===== src/rtl/wb_stage_pkg.sv =====
// rtl/wb_stage_pkg.sv - shared widths, load-kind codes and writeback FSM states
package wb_stage_pkg;

  localparam int XLEN = 64;
  localparam int RA_W = 5;

  typedef enum logic [2:0] {
    LD_NONE = 3'd0,
    LD_LW   = 3'd1,
    LD_LD   = 3'd2,
    LD_LWU  = 3'd3,
    LD_LB   = 3'd4,
    LD_LBU  = 3'd5,
    LD_LH   = 3'd6,
    LD_LHU  = 3'd7
  } ld_kind_e;

  typedef enum logic [1:0] {
    ST_EMPTY  = 2'd0,
    ST_FULL   = 2'd1,
    ST_HALTED = 2'd2
  } wb_state_e;

endpackage


===== src/rtl/wb_stage_load_fmt.sv =====
// rtl/wb_stage_load_fmt.sv - load byte-lane extraction, extension and misalign detection
module load_fmt
  import wb_stage_pkg::*;
#(
  parameter int XLEN_P = XLEN
) (
  input  logic [2:0]        i_kind,
  input  logic [2:0]        i_addr_lo,
  input  logic [XLEN_P-1:0] i_data,
  input  logic [XLEN_P-1:0] i_alu_res,
  output logic [XLEN_P-1:0] o_wdata,
  output logic              o_misalign
);

  logic [XLEN_P-1:0] w_lane;

  // Bring the addressed byte down to bit 0 of the raw doubleword.
  assign w_lane = i_data >> {i_addr_lo, 3'b000};

  // Select and extend the access width; an access is misaligned when the
  // low address bits are not a multiple of its size.
  always_comb begin
    o_wdata    = i_alu_res;
    o_misalign = 1'b0;
    case (ld_kind_e'(i_kind))
      LD_LB: o_wdata = {{(XLEN_P-8){w_lane[7]}}, w_lane[7:0]};
      LD_LBU: o_wdata = {{(XLEN_P-8){1'b0}}, w_lane[7:0]};
      LD_LH: begin
        o_wdata    = {{(XLEN_P-16){w_lane[15]}}, w_lane[15:0]};
        o_misalign = i_addr_lo[0];
      end
      LD_LHU: begin
        o_wdata    = {{(XLEN_P-16){1'b0}}, w_lane[15:0]};
        o_misalign = i_addr_lo[0];
      end
      LD_LW: begin
        o_wdata    = {{(XLEN_P-32){w_lane[31]}}, w_lane[31:0]};
        o_misalign = |i_addr_lo[1:0];
      end
      LD_LWU: begin
        o_wdata    = {{(XLEN_P-32){1'b0}}, w_lane[31:0]};
        o_misalign = |i_addr_lo[1:0];
      end
      LD_LD: begin
        o_wdata    = w_lane;
        o_misalign = |i_addr_lo;
      end
      default: o_wdata = i_alu_res;
    endcase
  end

endmodule


===== src/rtl/wb_stage.sv =====
// rtl/wb_stage.sv - single-entry writeback buffer driving regfile, bypass, commit and status
module wb_stage
  import wb_stage_pkg::*;
#(
  parameter int XLEN_P = XLEN,
  parameter int RA_W_P = RA_W
) (
  input  logic              clk,
  input  logic              rst,
  input  logic              in_valid,
  output logic              in_ready,
  input  logic [XLEN_P-1:0] in_pc,
  input  logic [RA_W_P-1:0] in_rd,
  input  logic              in_rd_wen,
  input  logic [2:0]        in_ld_kind,
  input  logic [2:0]        in_addr_lo,
  input  logic [XLEN_P-1:0] in_alu_res,
  input  logic [XLEN_P-1:0] in_ld_data,
  input  logic              in_halt,
  input  logic              wb_stall,
  output logic              rf_wen,
  output logic [RA_W_P-1:0] rf_waddr,
  output logic [XLEN_P-1:0] rf_wdata,
  output logic              fwd_valid,
  output logic [RA_W_P-1:0] fwd_rd,
  output logic [XLEN_P-1:0] fwd_data,
  output logic              commit_valid,
  output logic [XLEN_P-1:0] commit_pc,
  output logic [63:0]       instret,
  output logic              halted,
  output logic              misalign
);

  wb_state_e         r_state;
  wb_state_e         w_next;
  logic [XLEN_P-1:0] r_pc;
  logic [RA_W_P-1:0] r_rd;
  logic              r_rd_wen;
  logic [XLEN_P-1:0] r_data;
  logic              r_mis;
  logic              r_halt;
  logic [63:0]       r_instret;
  logic              r_misalign;

  logic [XLEN_P-1:0] w_fmt_data;
  logic              w_fmt_mis;
  logic              w_accept;
  logic              w_retire;
  logic              w_wr_ok;

  load_fmt #(.XLEN_P(XLEN_P)) u_load_fmt (
    .i_kind     (in_ld_kind),
    .i_addr_lo  (in_addr_lo),
    .i_data     (in_ld_data),
    .i_alu_res  (in_alu_res),
    .o_wdata    (w_fmt_data),
    .o_misalign (w_fmt_mis)
  );

  assign w_retire = (r_state == ST_FULL) && !wb_stall;
  assign w_accept = in_valid && in_ready;
  assign w_wr_ok  = r_rd_wen && (r_rd != '0) && !r_mis;

  // Next state and handshake; an ebreak retiring wins over a same-cycle accept.
  always_comb begin
    w_next   = r_state;
    in_ready = 1'b0;
    case (r_state)
      ST_EMPTY: begin
        in_ready = 1'b1;
        if (w_accept) w_next = ST_FULL;
      end
      ST_FULL: begin
        in_ready = !wb_stall;
        if (w_retire) begin
          if (r_halt)         w_next = ST_HALTED;
          else if (!w_accept) w_next = ST_EMPTY;
        end
      end
      ST_HALTED: w_next = ST_HALTED;
      default:   w_next = ST_EMPTY;
    endcase
  end

  // State register.
  always_ff @(posedge clk or posedge rst) begin
    if (rst) r_state <= ST_EMPTY;
    else     r_state <= w_next;
  end

  // Stage buffer: capture the formatted payload on every accept.
  always_ff @(posedge clk or posedge rst) begin
    if (rst) begin
      r_pc     <= '0;
      r_rd     <= '0;
      r_rd_wen <= 1'b0;
      r_data   <= '0;
      r_mis    <= 1'b0;
      r_halt   <= 1'b0;
    end else if (w_accept) begin
      r_pc     <= in_pc;
      r_rd     <= in_rd;
      r_rd_wen <= in_rd_wen;
      r_data   <= w_fmt_data;
      r_mis    <= w_fmt_mis;
      r_halt   <= in_halt;
    end
  end

  // Retired-instruction counter and sticky misalign flag, updated on retire.
  always_ff @(posedge clk or posedge rst) begin
    if (rst) begin
      r_instret  <= '0;
      r_misalign <= 1'b0;
    end else if (w_retire) begin
      r_instret <= r_instret + 64'd1;
      if (r_mis) r_misalign <= 1'b1;
    end
  end

  assign rf_wen       = w_retire && w_wr_ok;
  assign rf_waddr     = r_rd;
  assign rf_wdata     = r_data;
  assign fwd_valid    = (r_state == ST_FULL) && w_wr_ok;
  assign fwd_rd       = r_rd;
  assign fwd_data     = r_data;
  assign commit_valid = w_retire;
  assign commit_pc    = r_pc;
  assign instret      = r_instret;
  assign halted       = (r_state == ST_HALTED);
  assign misalign     = r_misalign;

endmodule


===== config.mk =====
export PLATFORM = sky130hd
export DESIGN_NAME = wb_stage
export DESIGN_NICKNAME = d
export VERILOG_FILES = /design/src/rtl/wb_stage_pkg.sv /design/src/rtl/wb_stage_load_fmt.sv /design/src/rtl/wb_stage.sv
export SDC_FILE = /design/constraint.sdc
export NUM_CORES = 1
export LEC_CHECK = 0
export BUFFER_PORTS_ARGS = -buffer_cell sky130_fd_sc_hd__buf_2
export CAP_MARGIN = 20
export CORE_UTILIZATION = 30
export DETAILED_ROUTE_END_ITERATION = 10
export SLEW_MARGIN = 10
export SYNTH_ARGS = -nofsm -noshare
export SYNTH_HDL_FRONTEND = slang
export SYNTH_HIERARCHICAL = 1
export SYNTH_SLANG_ARGS = --single-unit

===== constraint.sdc =====
create_clock -name clk -period 10.1 [get_ports clk]
set_input_delay 1.01 -clock clk [delete_from_list [all_inputs] [get_ports clk]]
set_output_delay 1.01 -clock clk [all_outputs]
set_load 0.01 [all_outputs]

==> impl_metrics.prom <==
# TYPE chip_impl_metric gauge
chip_impl_info{name="rsz_0062_raised_after_global_routing",value="no"} 1
chip_impl_metric{name="max_slew.worst_pin.slew",unit="ps"} 1130
chip_impl_metric{name="number_of_violations_of_the_max_capacitance_limit",unit=""} 0
chip_impl_metric{name="maximum_level_of_the_cts_h_tree",unit=""} 1
chip_impl_metric{name="relSlewSlack",unit="%"} 24.9
chip_impl_metric{name="post_synth_inst_count",unit=""} 1078
chip_impl_metric{name="drt-total-wl",unit="mm"} 40.4
chip_impl_info{name="hold_class",value="reg2reg"} 1
chip_impl_metric{name="cts-buffers-inserted",unit=""} 25
chip_impl_metric{name="path_clk_slew",unit="ps"} 60
chip_impl_metric{name="ys_async_sr_fraction",unit="%"} 100
chip_impl_metric{name="worst_ep_arrival",unit="ps"} 4180
chip_impl_metric{name="post_cts_resized",unit=""} 0
chip_impl_metric{name="grt_pass1_vias",unit=""} 9849
chip_impl_metric{name="filler_cell_count",unit=""} 3789
chip_impl_metric{name="power.density",unit="nW/um^2"} 240
chip_impl_metric{name="largest_net_degree_at_the_start_of_global_routing",unit=""} 135
chip_impl_metric{name="maxClockFrequency",unit="MHz"} 265
chip_impl_metric{name="timing.final.hold_violations",unit=""} 0
chip_impl_metric{name="post_route_cells_drive_above_1_share",unit="%"} 47.2
chip_impl_metric{name="source_to_sink_clock_delay_at_the_later_pin_of_the_worst_skew_pair",unit="ps"} 540
chip_impl_info{name="status",value="complete, no violations"} 1
chip_impl_metric{name="netlist-cell-type-count",unit=""} 61
chip_impl_info{name="cts_tree",value="built"} 1
chip_impl_info{name="critical-path-slowest-cell",value="sky130_fd_sc_hd__nor3b_4"} 1
chip_impl_metric{name="rows",unit=""} 71
chip_impl_metric{name="via_count",unit=""} 9933
chip_impl_metric{name="ys.warnings.count",unit=""} 6
chip_impl_metric{name="drtPass1Iterations",unit=""} 5
chip_impl_metric{name="post-route-drc-count",unit=""} 0
chip_impl_metric{name="worst_ir_drop_vdd",unit="uV"} 175
chip_impl_metric{name="synth.cell_area",unit="sq um"} 11400
chip_impl_metric{name="finalClockSkew",unit="ps"} 28.5
chip_impl_metric{name="pin_count",unit=""} 481
chip_impl_info{name="mostFrequentLayoutCells",value="sky130_fd_sc_hd__buf_2 (479), sky130_fd_sc_hd__dfrtp_1 (203), sky130_fd_sc_hd__mux2_2 (154)"} 1
chip_impl_metric{name="worstPathMaxFanout",unit=""} 72
chip_impl_metric{name="edff_count_synth",unit=""} 0
chip_impl_info{name="crit_path_cell_trace",value="buf_4, nor2b_1, nand3_1, a41oi_4, nor3b_4, a21oi_1, mux2_2"} 1
chip_impl_metric{name="slowest_delay",unit="ps"} 980
chip_impl_metric{name="grt_first_pass_wirelength",unit="mm"} 59.8
chip_impl_metric{name="cts-root-to-sink-buffers",unit=""} 3
chip_impl_metric{name="initial_antenna_violation_count",unit=""} 1
chip_impl_metric{name="initial_core_util",unit="%"} 30.4
chip_impl_info{name="worstSetupStartpointType",value="primary input"} 1
chip_impl_metric{name="die-area",unit="sq um"} 38800
chip_impl_metric{name="ant_nets",unit=""} 0
chip_impl_metric{name="detailed_place_hpwl",unit="mm"} 30.7
chip_impl_metric{name="multiInputGateArea",unit="sq um"} 5480
chip_impl_info{name="setup.worst_path.end_class",value="register"} 1
chip_impl_metric{name="setup_viol",unit=""} 0
chip_impl_metric{name="syn2layout_area_growth",unit="%"} 26.8
chip_impl_metric{name="drtIter0Drc",unit=""} 597
chip_impl_info{name="family_of_cells_with_the_greatest_summed_delay_on_the_critical_path",value="simple AND/OR/NAND/NOR gates"} 1
chip_impl_metric{name="post_cts_buffers",unit=""} 0
chip_impl_metric{name="io_buffers",unit=""} 480
chip_impl_metric{name="layout.core_utilization",unit="%"} 38.5
chip_impl_metric{name="antennaDiodeCount",unit=""} 0
chip_impl_metric{name="fin_nets",unit=""} 1671
chip_impl_metric{name="sequential_cell_area",unit="sq um"} 5080
chip_impl_metric{name="die_height",unit="um"} 197
chip_impl_metric{name="final.min_clock_period",unit="ps"} 3780
chip_impl_metric{name="tritoncts_num_sinks",unit=""} 203
chip_impl_metric{name="power.total",unit="uW"} 3480
chip_impl_metric{name="viasPerCell",unit=""} 5.00
chip_impl_metric{name="ys_ff_latch",unit=""} 203
chip_impl_metric{name="post_synthesis_sequential_area_ratio",unit="%"} 44.5
chip_impl_metric{name="grt_usage",unit="%"} 20.0
chip_impl_info{name="clockRootBuffer",value="sky130_fd_sc_hd__clkbuf_16"} 1
chip_impl_metric{name="p_leak",unit="uW"} 0.00712
chip_impl_info{name="setup.worst_path.class",value="in2reg"} 1
chip_impl_metric{name="grt_overflow_total",unit=""} 0
chip_impl_metric{name="postSynthAreaPerCell",unit="sq um"} 10.6
chip_impl_metric{name="setup_total_negative_slack",unit="ps"} 0
chip_impl_metric{name="share_of_the_cycle_needed_by_the_critical_path_after_routing",unit="%"} 37.4
chip_impl_metric{name="placed_cell_area",unit="sq um"} 13700
chip_impl_metric{name="syn_nets",unit=""} 1288
chip_impl_metric{name="report.final.slew_viol_count",unit=""} 0
chip_impl_metric{name="final_design_area_no_fill",unit="sq um"} 14500
chip_impl_info{name="dominantRegCellSynth",value="sky130_fd_sc_hd__dfrtp_1"} 1
chip_impl_metric{name="die_w",unit="um"} 197
chip_impl_info{name="mostFrequentLayoutCell",value="sky130_fd_sc_hd__buf_2"} 1
chip_impl_metric{name="worst_ep_required_time",unit="ps"} 10500
chip_impl_metric{name="gpl.final_weighted_congestion",unit=""} 0.911
chip_impl_metric{name="wire_per_inst",unit="um"} 20.4
chip_impl_metric{name="core",unit="sq um"} 37600
chip_impl_metric{name="cts_hold_buffers",unit=""} 0
chip_impl_metric{name="cp_num_buf_inv",unit=""} 1
[where the power goes]
group	internal (uW)	total, uW	leakage (uW)	switching (uW)
sequential	1100	1340	0.00255	239
clock	527	883	0.000387	356
combinational	608	1260	0.00419	649
total	2230	3480	0.00712	1240
[routing by layer]
metal	wire, um	share of wire [%]	vias to the layer above	GRT usage [%]
li1	-	-	4549	-
met4	1070	2.7	0	6.12
met3	3390	8.4	63	4.37
met1	16300	40	4831	25.1
met5	0	0	-	0
met2	19700	49	490	34.3
[stage by stage]
stage               instances  setup WS, ps  hold WS [ps]
global route             1987          6230           501
detailed placement       1945          5850           463
finish                   1987          6320           467
global placement         1945          5990           435
CTS                      1987          6420           480
floorplan                1078          3550           458
[synth_stat cells (9+ instances only)]
master / instances / area [sq um]
sky130_fd_sc_hd__nor3_1: 9 / 45.0
sky130_fd_sc_hd__dfrtp_1: 203 / 5080
sky130_fd_sc_hd__mux2i_1: 44 / 440
sky130_fd_sc_hd__buf_2: 13 / 65.1
sky130_fd_sc_hd__xnor2_1: 45 / 394
sky130_fd_sc_hd__mux2_2: 154 / 1730
sky130_fd_sc_hd__inv_1: 9 / 33.8
sky130_fd_sc_hd__xor2_1: 18 / 158
sky130_fd_sc_hd__nand2_1: 80 / 300
sky130_fd_sc_hd__nor2b_1: 21 / 131
sky130_fd_sc_hd__clkbuf_1: 30 / 113
sky130_fd_sc_hd__a22oi_1: 9 / 67.6
sky130_fd_sc_hd__o22ai_1: 10 / 62.6
sky130_fd_sc_hd__o211ai_1: 10 / 75.1
sky130_fd_sc_hd__and3_1: 16 / 100
sky130_fd_sc_hd__o21ai_0: 14 / 70.1
sky130_fd_sc_hd__nand4_1: 29 / 181
sky130_fd_sc_hd__a21oi_1: 61 / 305
sky130_fd_sc_hd__o22a_1: 10 / 87.6
sky130_fd_sc_hd__nand3_1: 36 / 180
sky130_fd_sc_hd__buf_4: 75 / 563
sky130_fd_sc_hd__a211oi_1: 14 / 105
sky130_fd_sc_hd__nor2_1: 76 / 285
[flip-flops by register name, indices dropped and copies added, names as in the netlist]
signal	count
r_mis	1
r_rd_wen	1
instret	64
fwd_data	64
commit_pc	64
misalign	1
r_halt	1
fwd_rd	5
r_state	2
[worst paths after layout]
path                               start            end  slack (ps)  cells past startpoint
hold / removal                  misalign       misalign         470                      1
hold reg to reg                 misalign       misalign         470                      1
setup reg to reg              r_state[0]   fwd_data[27]        7360                      4
max in group asynchronous            rst  commit_pc[63]        7790                      3
min in group asynchronous            rst   fwd_data[55]         670                      2
setup / recovery           in_addr_lo[1]   fwd_data[38]        6320                      7
[area by class of cell]
type | instances | area share, %
inverter | 10 | 0.346
clock buffer | 35 | 4.79
tap | 511 | 4.42
sequential | 203 | 35.1
clock inverter | 7 | 0.666
multi-input combinational | 737 | 37.9
timing repair buffer | 484 | 16.8
[cells by family (layout without fill, tap and decap cells)]
group / after synthesis / count (layout) / share of synthesized area [%]
and+or+nand+nor: 312 / 312 / 14.1
buffers and inverters: 138 / 536 / 7.60
DFF: 203 / 203 / 44.5
xor gates and xnor gates: 63 / 63 / 4.83
adders and majority gates: 1 / 1 / 0.110
muxes: 200 / 200 / 19.3
AOI/OAI and AO/OA: 161 / 161 / 9.58
Note: power is estimated with default switching activity, not from simulation.
